$ cat src/rtl/branch_redirect_unit.sv
// In-order in-flight queue of predicted branches; on resolve emits predictor updates and, on a mispredict, a redirect and flush.
// Optional BRANCH_REDIRECT_PERF_EN adds saturating branch and mispredict counters.
module branch_redirect_unit #(
    parameter int PC_WIDTH = 32,
    parameter int DEPTH    = 4,
    parameter int IDX_BITS = 3
) (
    input  logic                clk,
    input  logic                reset,
    input  logic                stall,
    input  logic                id_branch_valid,
    input  logic [PC_WIDTH-1:0] id_pc,
    input  logic [PC_WIDTH-1:0] id_target,
    input  logic                id_predict_taken,
    input  logic                alu_branch_valid,
    input  logic                alu_branch_taken,
    output logic                redirect_valid,
    output logic [PC_WIDTH-1:0] redirect_addr,
    output logic                flush,
    output logic                upd_valid,
    output logic [IDX_BITS-1:0] upd_index,
    output logic                upd_taken,
    output logic                full,
    output logic                empty,
    output logic                stall_req,
    output logic                protocol_error
`ifdef BRANCH_REDIRECT_PERF_EN
    ,
    output logic [31:0]         branch_count,
    output logic [31:0]         mispredict_count
`endif
);

    localparam int PTR_W = $clog2(DEPTH);
    localparam int CNT_W = PTR_W + 1;

    logic [PC_WIDTH-1:0] pc_mem_q  [DEPTH];
    logic [PC_WIDTH-1:0] tgt_mem_q [DEPTH];
    logic [DEPTH-1:0]    pred_mem_q;

    logic [PTR_W-1:0]    wr_ptr_q, wr_ptr_d;
    logic [PTR_W-1:0]    rd_ptr_q, rd_ptr_d;
    logic [CNT_W-1:0]    count_q, count_d;

    logic                redirect_valid_q, redirect_valid_d;
    logic [PC_WIDTH-1:0] redirect_addr_q, redirect_addr_d;
    logic                upd_valid_q, upd_valid_d;
    logic [IDX_BITS-1:0] upd_index_q, upd_index_d;
    logic                upd_taken_q, upd_taken_d;
    logic                perr_q, perr_d;

    logic [PC_WIDTH-1:0] rd_pc, rd_tgt;
    logic                rd_pred;
    logic                resolve, mispredict_now, push;

    // Handshake: an ID branch is accepted on a cycle with id_branch_valid=1, stall=0 and a free
    // slot (or a same-edge correct pop); stall_req tells ID to hold the branch while the queue is full.
    assign full      = (count_q == CNT_W'(DEPTH));
    assign empty     = (count_q == '0);
    assign stall_req = id_branch_valid & full;

    always_comb begin
        rd_pc          = pc_mem_q[rd_ptr_q];
        rd_tgt         = tgt_mem_q[rd_ptr_q];
        rd_pred        = pred_mem_q[rd_ptr_q];
        resolve        = alu_branch_valid & ~stall & ~empty;
        mispredict_now = resolve & (rd_pred != alu_branch_taken);
        push           = id_branch_valid & ~stall & (~full | resolve) & ~mispredict_now;
    end

    always_comb begin
        wr_ptr_d         = wr_ptr_q;
        rd_ptr_d         = rd_ptr_q;
        count_d          = count_q;
        redirect_valid_d = mispredict_now;
        redirect_addr_d  = redirect_addr_q;
        upd_valid_d      = resolve;
        upd_index_d      = upd_index_q;
        upd_taken_d      = upd_taken_q;
        perr_d           = perr_q | (alu_branch_valid & ~stall & empty);

        if (resolve) begin
            upd_index_d = rd_pc[IDX_BITS+1:2];
            upd_taken_d = alu_branch_taken;
        end

        // A mispredict squashes everything younger, so the queue restarts empty past the resolved slot.
        if (mispredict_now) begin
            redirect_addr_d = alu_branch_taken ? rd_tgt : (rd_pc + PC_WIDTH'(4));
            rd_ptr_d        = rd_ptr_q + PTR_W'(1);
            wr_ptr_d        = rd_ptr_q + PTR_W'(1);
            count_d         = '0;
        end else begin
            rd_ptr_d = rd_ptr_q + PTR_W'(resolve);
            wr_ptr_d = wr_ptr_q + PTR_W'(push);
            count_d  = count_q + CNT_W'(push) - CNT_W'(resolve);
        end
    end

    always_ff @(posedge clk) begin
        if (push) begin
            pc_mem_q[wr_ptr_q]   <= id_pc;
            tgt_mem_q[wr_ptr_q]  <= id_target;
            pred_mem_q[wr_ptr_q] <= id_predict_taken;
        end
    end

    always_ff @(posedge clk or negedge reset) begin
        if (!reset) begin
            wr_ptr_q         <= '0;
            rd_ptr_q         <= '0;
            count_q          <= '0;
            redirect_valid_q <= 1'b0;
            redirect_addr_q  <= '0;
            upd_valid_q      <= 1'b0;
            upd_index_q      <= '0;
            upd_taken_q      <= 1'b0;
            perr_q           <= 1'b0;
        end else begin
            wr_ptr_q         <= wr_ptr_d;
            rd_ptr_q         <= rd_ptr_d;
            count_q          <= count_d;
            redirect_valid_q <= redirect_valid_d;
            redirect_addr_q  <= redirect_addr_d;
            upd_valid_q      <= upd_valid_d;
            upd_index_q      <= upd_index_d;
            upd_taken_q      <= upd_taken_d;
            perr_q           <= perr_d;
        end
    end

    assign redirect_valid = redirect_valid_q;
    assign flush          = redirect_valid_q;
    assign redirect_addr  = redirect_addr_q;
    assign upd_valid      = upd_valid_q;
    assign upd_index      = upd_index_q;
    assign upd_taken      = upd_taken_q;
    assign protocol_error = perr_q;

`ifdef BRANCH_REDIRECT_PERF_EN
    logic [31:0] branch_count_q, branch_count_d;
    logic [31:0] mispredict_count_q, mispredict_count_d;

    // Both counters saturate rather than wrap.
    always_comb begin
        branch_count_d     = branch_count_q;
        mispredict_count_d = mispredict_count_q;
        if (resolve && (branch_count_q != 32'hFFFF_FFFF))
            branch_count_d = branch_count_q + 32'd1;
        if (mispredict_now && (mispredict_count_q != 32'hFFFF_FFFF))
            mispredict_count_d = mispredict_count_q + 32'd1;
    end

    always_ff @(posedge clk or negedge reset) begin
        if (!reset) begin
            branch_count_q     <= '0;
            mispredict_count_q <= '0;
        end else begin
            branch_count_q     <= branch_count_d;
            mispredict_count_q <= mispredict_count_d;
        end
    end

    assign branch_count     = branch_count_q;
    assign mispredict_count = mispredict_count_q;
`endif

endmodule

$ cat config.mk
export PLATFORM = sky130hd
export DESIGN_NAME = branch_redirect_unit
export DESIGN_NICKNAME = d
export VERILOG_FILES = /design/src/rtl/branch_redirect_unit.sv
export SDC_FILE = /design/constraint.sdc
export NUM_CORES = 1
export LEC_CHECK = 0
export ABC_AREA = 1
export CAP_MARGIN = 15
export CORE_ASPECT_RATIO = 0.5
export CORE_MARGIN = 1
export CORE_UTILIZATION = 40
export CTS_CLUSTER_SIZE = 8
export DETAILED_ROUTE_END_ITERATION = 8
export SLEW_MARGIN = 20
export SYNTH_ARGS = -nofsm -noshare
export SYNTH_HDL_FRONTEND = slang
export SYNTH_SLANG_ARGS = --single-unit
$ cat constraint.sdc
create_clock -name clk -period 8.6 [get_ports clk]
set_clock_uncertainty 0.15 [all_clocks]
set_input_delay 1.72 -clock clk [delete_from_list [all_inputs] [get_ports clk]]
set_output_delay 1.72 -clock clk [all_outputs]
set_load 0.01 [all_outputs]
==> results of run 1 <==
metrics by stage:
step                      instances  worst slack (ns)
after detailed placement       1697              3.06
after CTS                      1779              3.66
after global routing           1779              3.40
final                          1779              3.66
after global placement         1697              3.08
after floorplan                1194              1.14
cell usage after synthesis, types with 11 or more instances:
master	n
nand2_1	305
nor2_2	14
nand3_1	73
o21ai_0	36
a21oi_1	57
edfxtp_1	260
a221oi_1	25
clkbuf_1	17
dfrtp_1	46
nand2_2	11
inv_1	120
or2_2	22
a21boi_1	18
buf_2	26
nor2_1	88
area by class of cell:
class                      instances  area [µm²]
sequential                       306        8960
tap                              432         541
inverter                         123         464
clock inverter                     4        53.8
fill                            2790       16100
multi-input combinational        707        3450
clock buffer                      78        1230
timing repair buffer             129        1250
critical path, stage by stage:
cell,delay [ns]
clkdlybuf4s50_1,0.61
clkinv_1,0.13
nand3_1,0.09
nand3_1,0.09
buf_4,0.40
nand2_1,0.26
nor3_2,0.78
buf_4,0.82
power by group:
part	switching (mW)	total (mW)	internal, mW
logic	1.12	1.75	0.629
clock network	0.624	1.59	0.966
registers	0.169	2.02	1.85
total	1.91	5.36	3.45
metal layers:
metal	track usage [%]	vias up	wire (µm)	share of wire, %
li1	-	4280	-	-
met1	27.6	4391	15000	45
met2	32.3	258	15500	47
met3	4.00	47	1990	6.0
met4	6.82	0	663	2.0
met5	0	-	0	0
logic make-up (layout without fill, tap and decap cells):
family | after synthesis | in the layout | synth area share [%]
xor+xnor | 16 | 16 | 1.06
buf+inv | 181 | 334 | 5.96
compound gates | 162 | 162 | 7.65
fa+ha+maj | 4 | 4 | 0.437
simple gates | 525 | 525 | 16.9
flops | 306 | 306 | 68.0
registers in the layout (all words and copies together), names as in the netlist:
name,cells
redirect_addr,32
upd_index,3
flush,1
rd_ptr_q,2
pred_mem_q,4
upd_taken,1
upd_valid,1
wr_ptr_q,2
pc_mem_q,128
tgt_mem_q,128
protocol_error,1
count_q,3
path summary, 6_finish.rpt:
| path | start | to | slack, ns | cells past startpoint |
|---|---|---|---|---|
| setup / recovery | alu_branch_taken | pc_mem_q[1][20] | 3.66 | 8 |
| hold / removal | protocol_error | protocol_error | 0.32 | 1 |
| setup reg to reg | rd_ptr_q[0] | pc_mem_q[1][20] | 3.97 | 11 |
| min in group asynchronous | reset | flush | 1.10 | 2 |
| max in group asynchronous | reset | rd_ptr_q[0] | 6.64 | 2 |
| hold reg to reg | protocol_error | protocol_error | 0.32 | 1 |
==> impl_metrics.ini, run 1 <==
[outcome]
status = finished clean

[global_routing]
first_global_vias = 8839
grt_usage_pct = 20.1
grt_antenna_before_repair = 0
grt_pass1_wl_um = 50900
grt-ovfl-total = 0
grt_max_degree = 75

[clocking]
cts-htree-levels = 2
cts_root_buf = clkbuf_16
clkTransAtPathRegs_ns = 0.05
cts_tree = yes
clk_latency_ns = 0.55
post_cts_buffers = 0
hold_buffers = 0
cts.sinks = 306
post_cts_resized = 0
cts_buffers = 44
cts.path.max_buffers = 3

[worst_setup_path]
cp_data_required_time_ns = 8.61
path_class = in2reg
critPathCaptureType = flop
critPathLaunchType = input port
cp.arrival_ns = 4.95
cp_max_fo = 55

[detailed_routing]
detail-route-antenna-nets = 0
drc = 0
routed_wl_um = 33100
routedWlPerCell_um = 18.6
vias = 8976
dr.pass1.iters = 5
drtIter0Drc = 786
vias_per_cell = 5.05

[pwr]
p_total_mw = 5.36
ir_drop_uv = 151
p_leak_nw = 6.16
powerDensity_mw_per_mm2 = 336

[floorplan]
coreArea_mm2 = 0.0321
die_area_mm2 = 0.0337
initial_core_util_pct = 41.1
ios = 114
row_count = 46
dieHeight_um = 130
die_w_um = 259

[sta]
setup_tns_ns = 0
drv_slew = 0
max_slew_margin_pct = 28.2
hold_viol_final = 0
setup_violations = 0
post-route-min-period_ns = 4.94
rsz0062_at_grt = no
worst_slew_pin_slew_ns = 1.07
post-route-period-util_pct = 57.5
hold_slack_ns = 0.316
clock.fmax_mhz = 202

[logic_synthesis]
synthFlopType = edfxtp_1
synthCells = 1194
ys_ff_latch = 306
synth_top_area_cell = edfxtp_1
ys_async_sr_fraction_pct = 15.0
netlist_top_cells_area = edfxtp_1 59%, dfrtp_1 8.7%, nand2_1 8.7%, inv_1 3.4%, nand3_1 2.8%
syn-num-nets = 1269
syn_area_mm2 = 0.0132
avgSynthCellArea_um2 = 11.0
ys_warn_count = 0
synth_top_area_share_pct = 59.2
synth-seq-area-share_pct = 68.0
synth-edff-count = 260
synthDistinctLibCells = 38

[placed_design]
port_buffers = 113
placed_cell_area_mm2 = 0.0147
place.gp.congestion = 0.893
dp_hpwl_um = 20900

[layout]
final_area_mm2 = 0.0160
drive_gt1_share_pct = 9.43
finish.utilization_pct = 49.8
mostFrequentLayoutCell = nand2_1
antennaDiodeCount = 0
layout_common_cells = 305 x nand2_1, 260 x edfxtp_1, 119 x inv_1
nets = 1386
syn_to_final_growth_pct = 21.0

[job]
max-cap-violations = 0

[hold_path]
hp-class = reg2reg
(Power assumes the default switching activity.)
==> inputs of run 2 (changes only) <==
- clock period: 8.6 -> 4.6 ns (I/O delays scaled with it)
==> run 2 against run 1 <==
Clock power grew 89%. Setup slack lost 2.6 ns. Sequential power grew 85%. First-iteration DRC count shrank 13%. Sequential share of layout area shrank 0.33 points. Critical path depth grew 4. Hold slack gained 0.0012 ns. Combinational power grew 94%. Global-route usage grew 0.28 points. Non-clock buffer count grew 4.
==> impl_metrics.ini, run 2 (synthesis gave the netlist of run 1 again) <==
[pwr]
p_seq_share_pct = 36.9
combPwrFrac_pct = 33.6
powerDensity_mw_per_mm2 = 631
swShare_pct = 35.6
p_int_mw = 6.52
p_leak_nw = 6.21
clockPowerShare_pct = 29.6
ir_drop_uv = 277
power_switching_mw = 3.61

[floorplan]
ios = 114
initial_core_util_pct = 41.1
dieHeight_um = 130
die_w_um = 259
die_area_mm2 = 0.0337
coreArea_mm2 = 0.0321
row_count = 46

[clocking]
cts_buffers = 44
cts.sinks = 306
clk_latency_ns = 0.54
cts_root_buf = clkbuf_16
post_cts_buffers = 0
hold_buffers = 0
cts-htree-levels = 2
post_cts_resized = 0
cts.path.max_buffers = 3
clkTransAtPathRegs_ns = 0.05
cts_tree = yes

[layout]
syn_to_final_growth_pct = 21.8
mostFrequentLayoutCell = nand2_1
drive_gt1_share_pct = 9.71
antennaDiodeCount = 0
layout_common_cells = 305 x nand2_1, 260 x edfxtp_1, 119 x inv_1
nets = 1390

[sta]
setup_tns_ns = 0
clock.fmax_mhz = 286
hold_viol_final = 0
setup_violations = 0
rsz0062_at_grt = no
worst_slack_ns = 1.10
drv_slew = 0
post-route-min-period_ns = 3.50
worst_slew_pin_slew_ns = 1.08
max_slew_margin_pct = 28.1
post-route-period-util_pct = 76.1

[placed_design]
pre_cts_slack_ns = 0.710
port_buffers = 113
place.gp.congestion = 0.895
dp_hpwl_um = 21100

[global_routing]
grt_antenna_before_repair = 1
grt_usage_pct = 20.4
grt-ovfl-total = 0
grt_pass1_wl_um = 51500
grt_max_degree = 91
first_global_vias = 8912

[detailed_routing]
wl_met2_um = 15800
dr.pass1.iters = 5
vias = 9006
wl_met1_um = 15500
vias_per_cell = 5.06
drc = 0
detail-route-antenna-nets = 0
routed_wl_um = 33900
routedWlPerCell_um = 19.0
drtIter0Drc = 681
top_layer_used = met4
dr_wl_met3_um = 1990

[worst_setup_path]
path_class = reg2reg
cp_max_fo = 90
critPathLaunchType = flop
critPathCaptureType = flop
r2r_slack_ns = 1.10
cp_data_required_time_ns = 4.91
cp.arrival_ns = 3.81

[outcome]
status = finished clean

[job]
max-cap-violations = 0

[hold_path]
hp-class = in2async
run 2: final cells by class:
cell class	instances	area [µm²]
Fill cell	2758	16000
Sequential cell	306	8960
Multi-Input combinational cell	707	3480
Timing Repair Buffer	133	1300
Clock buffer	78	1270
Tap cell	432	541
Inverter	123	464
Clock inverter	2	25.0
run 2: power by group through the flow:
stage | Sequential, mW | Combinational [mW] | Clock, mW
after global placement | 3.77 | 3.34 | 0
after CTS | 3.73 | 3.42 | 3.05
after global routing | 3.77 | 3.76 | 3.17
final | 3.74 | 3.40 | 3.00
after detailed placement | 3.78 | 3.40 | 0
after floorplan | 3.74 | 2.15 | 0
run 2: stage by stage:
step	total power, mW	area (µm²)	util, %	std cells	hold slack (ns)
floorplan	5.89	13200	-	1194	0.362
global placement	7.11	14700	46.0	1701	0.301
detailed placement	7.18	14700	46.0	1701	0.333
CTS	10.2	16000	50.1	1781	0.335
global route	10.7	16000	50.1	1781	0.361
finish	10.1	16000	50.1	1781	0.317
run 2: metal layers:
| layer | vias to the layer above | global-route usage (%) |
|---|---|---|
| met1 | 4434 | 27.6 |
| li1 | 4294 | - |
| met2 | 239 | 33.9 |
| met4 | 0 | 5.50 |
| met5 | - | 0 |
| met3 | 39 | 3.94 |
run 2: final timing paths:
kind	start	to	cells after the start
min in group clk	upd_index[0]	upd_index[0]	2
max reg2reg	rd_ptr_q[0]	redirect_addr[14]	12
min	reset	redirect_addr[18]	1
min reg2reg	upd_index[0]	upd_index[0]	2
max	rd_ptr_q[0]	redirect_addr[14]	12
max in group asynchronous	reset	redirect_addr[26]	2
run 2: worst max-delay path, stage by stage (launching register included):
cell,delay [ns]
dfrtp_4,0.66
inv_4,0.12
buf_4,0.73
o21ai_0,0.21
nand2_1,0.19
ha_1,0.18
nand2_1,0.08
nor2_2,0.17
nand2_2,0.16
nor2_2,0.20
xor2_1,0.26
nand2_1,0.12
a21boi_1,0.16
==> inputs of run 3 (changes only) <==
- clock period: 4.6 -> 3 ns (I/O delays scaled with it)
==> run 3 against run 2 <==
Sequential cell count did not move. Setup slack got worse by 0.95 ns. Critical path depth rose by 2. Power rose by 57%. Hold slack improved by 0.0014 ns. Sequential power rose by 52%. Die area did not move. Final cell count rose by 2.1%. Maximum frequency rose by 23%. Utilization rose by 1.3 points. Sequential share of layout area fell by 1.4 points.
==> impl_metrics.ini, run 3 (synthesis gave the netlist of run 1 again) <==
[worst_setup_path]
path_class = reg2reg
path_common_cell = nand2_1
timing.rr.end = redirect_addr[14]
cp_max_fo = 20
crit_family = simple AND/OR/NAND/NOR gates
crit_path_start = rd_ptr_q[0]
critPathLaunchType = flop
path_cells = inv_4 -> buf_4 -> nand2_1 -> nand3_1 -> nand2_1 -> ha_1 -> nand2_1 -> nor2_2 -> nand2_2 -> nor2_2 -> xor2_1 -> buf_4 -> nand2_1 -> a21boi_1
critPathCaptureType = flop
r2r-start = rd_ptr_q[0]
cp_data_required_time_ns = 3.31
r2r_slack_ns = 0.15
endpoint = redirect_addr[14]
path_buf_inv = 3
crit_cells = 14
cp.arrival_ns = 3.16
slowest_stage = dfrtp_4
r2r_cells = 14
slowest_delay_ns = 0.51

[detailed_routing]
vias_per_cell = 5.06
vias = 9199
drc = 0
drtIter0Drc = 801
routed_wl_um = 34200
routedWlPerCell_um = 18.8
detail-route-antenna-nets = 0
dr.pass1.iters = 5

[layout]
layout_common_cells = 304 x nand2_1, 260 x edfxtp_1, 119 x inv_1
instances_no_fill = 1819
antennaDiodeCount = 0
finish.utilization_pct = 51.4
nets = 1426
fillers = 2788
drive_gt1_share_pct = 12.3
multi_input_area_mm2 = 0.00353
seqCellArea_mm2 = 0.00896
mostFrequentLayoutCell = nand2_1
final_area_mm2 = 0.0165
syn_to_final_growth_pct = 24.9

[sta]
max_slew_margin_pct = 48.0
drv_slew = 0
worst_slack_ns = 0.151
clock.fmax_mhz = 351
post-route-min-period_ns = 2.85
rsz0062_at_grt = yes
setup_tns_ns = 0
post-route-period-util_pct = 95.0
hold_slack_ns = 0.318
hold_viol_final = 0
worst_slew_pin_slew_ns = 0.780
setup_violations = 0

[pwr]
powerDensity_mw_per_mm2 = 963
power_switching_mw = 5.61
p_seq_share_pct = 35.8
combPwrFrac_pct = 35.5
clockPowerShare_pct = 28.7
p_total_mw = 15.9
ir_drop_uv = 422
p_int_mw = 10.2
swShare_pct = 35.4
p_leak_nw = 6.41

[job]
max-cap-violations = 0

[placed_design]
place.gp.congestion = 0.860
port_buffers = 113
pre_cts_slack_ns = -0.0349
dp_hpwl_um = 22400
placed_cell_area_mm2 = 0.0152
dp.cells = 1736

[hold_path]
hp-class = in2async

[global_routing]
busiest_layer = met2
grt_max_degree = 60
met2_usage_pct = 33.4
use_met1_pct = 27.8
grt_use_met3_pct = 3.94
first_global_vias = 9088
grt-ovfl-total = 0
grt_antenna_before_repair = 0
grt_usage_pct = 20.5
grt_pass1_wl_um = 51700

[clocking]
cts.path.max_buffers = 3
cts.sinks = 306
cts_tree = yes
post_cts_buffers = 0
cts_buffers = 44
cts_root_buf = clkbuf_16
clkTransAtPathRegs_ns = 0.05
clk_latency_ns = 0.54
cts-htree-levels = 2
post_cts_resized = 0

[floorplan]
die_w_um = 259
dieHeight_um = 130
row_count = 46
die_area_mm2 = 0.0337
ios = 114
initial_core_util_pct = 41.1
coreArea_mm2 = 0.0321

[outcome]
status = finished clean
## run 3: changes by cell type in the layout (fill, tap and decap cells not counted), moves of 2 or more
cell	change
nor2_4	+2
inv_6	+2
buf_12	+9
buf_4	+26
clkbuf_1	+2
nand3_1	-2
nor2_2	-2
## run 3: routing by layer
metal  vias up  share of wire [%]
met4         0                2.6
met5         -                  0
li1       4359                  -
met3        64                5.9
met1      4516                 45
met2       260                 46
## run 3: how the worst min path moves through the flow
stage	startpoint	end	cells after the start
after floorplan	reset	count_q[0]	0
after global placement	protocol_error	protocol_error	1
after detailed placement	protocol_error	protocol_error	1
after CTS	reset	flush	2
after global routing	reset	flush	2
final	reset	flush	2
## run 3: area by class of cell
class,count,share of cell area [%]
flip-flops and latches,306,54.4
multi-input cells,707,21.4
repair buffers,169,10.2
clock buffers,79,7.61
well taps,432,3.28
inverters,123,2.85
clock inverters,3,0.152
## run 3: power groups by stage
stage	logic [mW]	clock network [mW]	registers, mW
after floorplan	3.35	0	5.73
after global placement	5.50	0	5.75
after detailed placement	5.62	0	5.76
after CTS	5.65	4.64	5.68
after global routing	6.18	4.83	5.73
final	5.63	4.55	5.67
## run 3: what timing repair did
action,4_1_cts,5_1_grt
hold endpoints to repair,7,0
hold buffers,1,0
endpoints found under the setup margin,0,1
